## src/rtl/dtree_pkg.sv

```systemverilog
// Shared constants and types for the decision-tree feature loader.
package dtree_pkg;

  localparam int unsigned N_FEAT  = 5;
  localparam int unsigned FEAT_W  = 8;
  localparam int unsigned CLASS_W = 5;
  localparam int unsigned CNT_W   = $clog2(N_FEAT);

  typedef logic [CLASS_W-1:0] class_t;

  typedef enum logic [1:0] {
    LOAD,
    EVAL,
    RESULT
  } loader_state_t;

endpackage

```

## src/rtl/dtree_feat_sipo.sv

```systemverilog
// Feature register bank: one byte written per enable into the indexed slot.
module dtree_feat_sipo
  import dtree_pkg::*;
(
  input  logic                     clk,
  input  logic                     rst,
  input  logic                     wr_en,
  input  logic [CNT_W-1:0]         wr_idx,
  input  logic [FEAT_W-1:0]        wr_data,
  output logic [N_FEAT*FEAT_W-1:0] feat_vec
);

  // NOTE: this bank is plain flops, not RAM, so it takes the async reset; the
  // classifier must see an all-zero vector out of reset.
  always_ff @(posedge clk or posedge rst) begin
    if (rst) begin
      feat_vec <= '0;
    end else if (wr_en) begin
      feat_vec[wr_idx*FEAT_W +: FEAT_W] <= wr_data;
    end
  end

endmodule

```

## src/rtl/dtree_feature_loader.sv

```systemverilog
// Byte-stream to feature-vector loader with class capture for the decision tree.
// Optional idle timeout on partial frames: define DTREE_LOADER_TIMEOUT_EN.
module dtree_feature_loader
  import dtree_pkg::*;
#(
  parameter int unsigned EVAL_CYCLES = 1,
  parameter int unsigned TIMEOUT     = 255
) (
  input  logic                     clk,
  input  logic                     rst,
  input  logic [FEAT_W-1:0]        in_data,
  input  logic                     in_valid,
  output logic                     in_ready,
  output logic [N_FEAT*FEAT_W-1:0] feat_vec,
  output logic                     feat_valid,
  input  logic [CLASS_W-1:0]       class_in,
  output logic [CLASS_W-1:0]       out_class,
  output logic                     out_valid,
  input  logic                     out_ready,
  output logic                     frame_err
);

  localparam int unsigned      EC_W      = (EVAL_CYCLES > 1) ? $clog2(EVAL_CYCLES) : 1;
  localparam logic [EC_W-1:0]  EVAL_LAST = EC_W'(EVAL_CYCLES - 1);
  localparam logic [CNT_W-1:0] CNT_LAST  = CNT_W'(N_FEAT - 1);

  loader_state_t    state, state_nxt;
  logic [CNT_W-1:0] cnt;
  logic [EC_W-1:0]  eval_cnt;
  logic             accept, last_byte, eval_done, flush;

  assign accept    = in_valid & in_ready;
  assign last_byte = accept && (cnt == CNT_LAST);
  assign eval_done = (state == EVAL) && (eval_cnt == EVAL_LAST);

  // NOTE: sequential state uses non-blocking assignments so every flop samples
  // pre-edge values regardless of block ordering.
  always_ff @(posedge clk or posedge rst) begin
    if (rst) state <= LOAD;
    else     state <= state_nxt;
  end

  always_comb begin
    // NOTE: default assignment first so no path leaves state_nxt unassigned (no latch).
    state_nxt = state;
    unique case (state)
      LOAD:    if (last_byte) state_nxt = EVAL;
      EVAL:    if (eval_done) state_nxt = RESULT;
      RESULT:  if (out_ready) state_nxt = LOAD;
      default: state_nxt = LOAD;
    endcase
  end

  always_comb begin
    in_ready   = 1'b0;
    feat_valid = 1'b0;
    out_valid  = 1'b0;
    unique case (state)
      LOAD:   in_ready = 1'b1;
      EVAL:   feat_valid = 1'b1;
      RESULT: begin
        feat_valid = 1'b1;
        out_valid  = 1'b1;
      end
      default: ;
    endcase
  end

  // Byte counter returns to 0 only on frame completion or a timeout flush.
  always_ff @(posedge clk or posedge rst) begin
    if (rst)                     cnt <= '0;
    else if (last_byte || flush) cnt <= '0;
    else if (accept)             cnt <= cnt + 1'b1;
  end

  always_ff @(posedge clk or posedge rst) begin
    if (rst)                 eval_cnt <= '0;
    else if (state != EVAL)  eval_cnt <= '0;
    else                     eval_cnt <= eval_cnt + 1'b1;
  end

  always_ff @(posedge clk or posedge rst) begin
    if (rst)            out_class <= '0;
    else if (eval_done) out_class <= class_in;
  end

`ifdef DTREE_LOADER_TIMEOUT_EN
  localparam int unsigned       IDLE_W    = $clog2(TIMEOUT + 1);
  localparam logic [IDLE_W-1:0] IDLE_LAST = IDLE_W'(TIMEOUT - 1);

  logic [IDLE_W-1:0] idle_cnt;

  // Fires on the edge where the idle count would reach TIMEOUT.
  assign flush = (state == LOAD) && (cnt != '0) && !accept && (idle_cnt == IDLE_LAST);

  always_ff @(posedge clk or posedge rst) begin
    if (rst) begin
      idle_cnt  <= '0;
      frame_err <= 1'b0;
    end else begin
      frame_err <= flush;
      if (state != LOAD || cnt == '0 || accept || flush) idle_cnt <= '0;
      else                                               idle_cnt <= idle_cnt + 1'b1;
    end
  end
`else
  assign flush     = 1'b0;
  assign frame_err = 1'b0;
`endif

  dtree_feat_sipo u_sipo (
    .clk      (clk),
    .rst      (rst),
    .wr_en    (accept),
    .wr_idx   (cnt),
    .wr_data  (in_data),
    .feat_vec (feat_vec)
  );

endmodule

```

## config.mk

```make
export PLATFORM = sky130hd
export DESIGN_NAME = dtree_feature_loader
export DESIGN_NICKNAME = d
export VERILOG_FILES = /design/src/rtl/dtree_pkg.sv /design/src/rtl/dtree_feat_sipo.sv /design/src/rtl/dtree_feature_loader.sv
export SDC_FILE = /design/constraint.sdc
export NUM_CORES = 1
export LEC_CHECK = 0
export BUFFER_PORTS_ARGS = -buffer_cell sky130_fd_sc_hd__buf_2
export CAP_MARGIN = 20
export CELL_PAD_IN_SITES_DETAIL_PLACEMENT = 0
export CELL_PAD_IN_SITES_GLOBAL_PLACEMENT = 2
export CORE_MARGIN = 4
export CORE_UTILIZATION = 33
export DETAILED_ROUTE_END_ITERATION = 6
export PLACE_DENSITY = 0.85
export REMOVE_ABC_BUFFERS = 1
export SLEW_MARGIN = 20
export SYNTH_ARGS = -nofsm -noshare
export SYNTH_HDL_FRONTEND = slang
export SYNTH_SLANG_ARGS = --single-unit
```

## constraint.sdc

```tcl
create_clock -name clk -period 2.62 [get_ports clk]
set_clock_uncertainty 0.2 [all_clocks]
set_input_delay 0.524 -clock clk [delete_from_list [all_inputs] [get_ports clk]]
set_output_delay 0.524 -clock clk [all_outputs]
set_load 0.02 [all_outputs]
```

==> reports/results.tsv <==
stage	metric	value	unit
yosys	synth_area	2504	um2
global_routing	grt_pass1_wl	8997	um
yosys	ys.warnings.count	0	
critical_path	required	2.61	ns
critical_path	cp_cell_sequence	inv_1, ha_1, ha_1, nor4b_2, nand4_2, mux2_2	
layout	final_nets	319	
floorplanning	die_y	95.10	um
critical_path	slowest_stage	dfrtp_1	
floorplanning	core_area	7331	um2
floorplanning	rows	31	
route	drc_errors	0	
route	via_count	1711	
critical_path	cp_num_buf_inv	1	
layout	layout_common_cells	buf_2, dfrtp_1, nand2_1, inv_1, mux2i_1	
layout	final.fill_count	741	
yosys	yosysSeqAreaShare	50.97	%
critical_path	timing.rr.end	u_sipo.feat_vec[6]	
layout	multi_input_area	1039	um2
layout	antenna_cells	0	
yosys	synth.distinct_cells	31	
critical_path	worstRegToRegCells	6	
critical_path	r2r-start	cnt[1]	
route	ant_nets	0	
floorplanning	die_w	95.10	um
cts	cts-root-buf	clkbuf_8	
sta	setup_viol	0	
sta	rsz0062_at_grt	no	
sta	min_period	2.424	ns
critical_path	critPathMaxFanout	8	
route	drtPass1Iterations	4	
cts	hold_buffers	0	
sta	setup_tns	0	ns
cts	cts_setup_buffers	0	
sta	drv_slew	0	
pwr	finalPower	0.003778	W
route	vias_per_cell	4.398	
critical_path	crit_start	cnt[1]	
yosys	synthArstFlopShare	100.0	%
yosys	syn_avg_cell_area	11.43	um2
critical_path	endpoint_kind	register	
route	wl	5415	um
layout	syn_to_final_growth	21.29	%
cts	numCtsBuffers	5	
cts	clk_pin_slew	0.10	ns
sta	max_freq	412.6	MHz
placed_design	port-buffer-count	64	
route	first_iter_violations	59	
critical_path	critPathTopFamily	adder cells	
critical_path	path_common_cell	ha_1	
layout	register_area	1276	um2
pwr	peakVddDrop	510.8	uV
critical_path	critPathLaunchType	register	
placed_design	gp_congestion	0.7425	
cts	cts_tree	yes	
cts	clock_latency	0.30	ns
global_routing	grt_pass1_vias	1760	
cts	htreeDepth	2	
sta	slew_headroom	63.90	%
cts	numClockSinks	51	
global_routing	grt_max_degree	27	
floorplanning	dieArea	9044	um2
floorplanning	initial_core_util	34.15	%
yosys	synth_edf_count	0	
pwr	power_density	1244	nW/um2
status	status	completed	
global_routing	antenna_found_initial	0	
hold_path	min_path_type	input pin to asynchronous set/reset pin	
yosys	netlist_instances	219	
layout	layout-drive-gt1-share	36.21	%
floorplanning	ios	66	
critical_path	arrival	2.41	ns
yosys	ys_seq_elements	51	
sta	finalHoldViolCount	0	
placed_design	dp_hpwl	4136	um
critical_path	path_depth	6	
flow_run	maxCapViolations	0	
sta	tightest_slew	0.5407	ns
cts	cts_resized	0	
sta	fin_crit_sh	92.51	%
critical_path	rrSetupSlack	0.20	ns
route	wl_per_cell	13.92	um
critical_path	path_class	register to register	
critical_path	cp_slowest_stage_delay	0.49	ns
pwr	power_leakage	1.669	nW
layout	mostFrequentLayoutCell	buf_2	
cts	cts_buffer_depth	2	
yosys	synthFlopType	dfrtp_1	
global_routing	grt-ovfl-total	0	
critical_path	worstSetupEndpoint	u_sipo.feat_vec[6]	
global_routing	grt_use_total	12.73	%
[cells by family (layout without fill, tap and decap cells)]
| group | Yosys count | in the layout | synth area share, % |
|---|---|---|---|
| and+or+nand+nor | 59 | 59 | 14.34 |
| other | 1 | 1 | 0.1498 |
| buffers and inverters | 44 | 115 | 7.546 |
| adders and majority gates | 12 | 12 | 5.997 |
| muxes | 46 | 46 | 19.49 |
| AOI/OAI and AO/OA | 6 | 6 | 1.499 |
| DFF | 51 | 51 | 50.97 |
[cells in the mapped netlist (all sizes together), types with 2 or more instances]
library cell	instances	area share, %
ha	12	6.0
dfrtp	51	51
inv	36	5.4
clkbuf	3	0.45
or2	2	0.50
nor4bb	2	0.80
and4b	2	0.85
mux2	16	7.5
mux2i	30	12
nor2b	2	0.50
o21ai	4	0.80
nor2	2	0.30
nand2	35	5.2
and3	3	0.75
nand3	3	2.1
nor4b	2	1.5
buf	5	1.7
[state kept, by name (all words and copies together) (netlist names)]
register / cells
cnt: 3
eval_cnt: 1
out_class: 5
state: 2
u_sipo.feat_vec: 40
[metal layers]
layer	wire length, um	vias to the layer above	global-route usage (%)
li1	-	841	-
met3	336	6	3.473
met5	0	-	0
met1	2612	818	17.73
met4	52	0	2.885
met2	2414	46	19.71
[worst min-delay path by stage]
stage	slack, ns	cells past startpoint	end
floorplan	0.27	1	eval_cnt
global placement	0.29	1	out_class[2]
detailed placement	0.29	1	u_sipo.feat_vec[7]
CTS	0.08	2	state[1]
global route	0.09	2	eval_cnt
finish	0.06	2	state[1]
[final cells by class]
class	count	share of cell area (%)
repair buffers	72	12.53
multi-input cells	124	34.20
clock inverters	2	0.4532
well taps	99	4.079
clock buffers	5	2.266
flip-flops and latches	51	42.03
inverters	36	4.450
[where the power goes]
group,total (W),internal (W),switching [W]
logic,0.00199,0.000794,0.00120
clock network,0.000438,0.000183,0.000255
registers,0.00135,0.00114,0.000206
total,0.00378,0.00212,0.00166
[stage by stage]
step / utilization, % / hold WS, ns / cells / instance area, um2 / setup slack (ns)
4_1_cts: 41.42 / 0.07501 / 389 / 3037 / 0.1970
6_report: 41.42 / 0.05502 / 389 / 3037 / 0.1963
3_3_place_gp: 40.30 / 0.2865 / 382 / 2954 / 0.2872
3_5_place_dp: 40.30 / 0.2913 / 382 / 2954 / 0.2034
2_1_floorplan: - / 0.2685 / 211 / 2450 / -0.06739
5_1_grt: 41.42 / 0.08514 / 389 / 3037 / 0.02084
No activity file was read; power rests on OpenSTA's default activity.
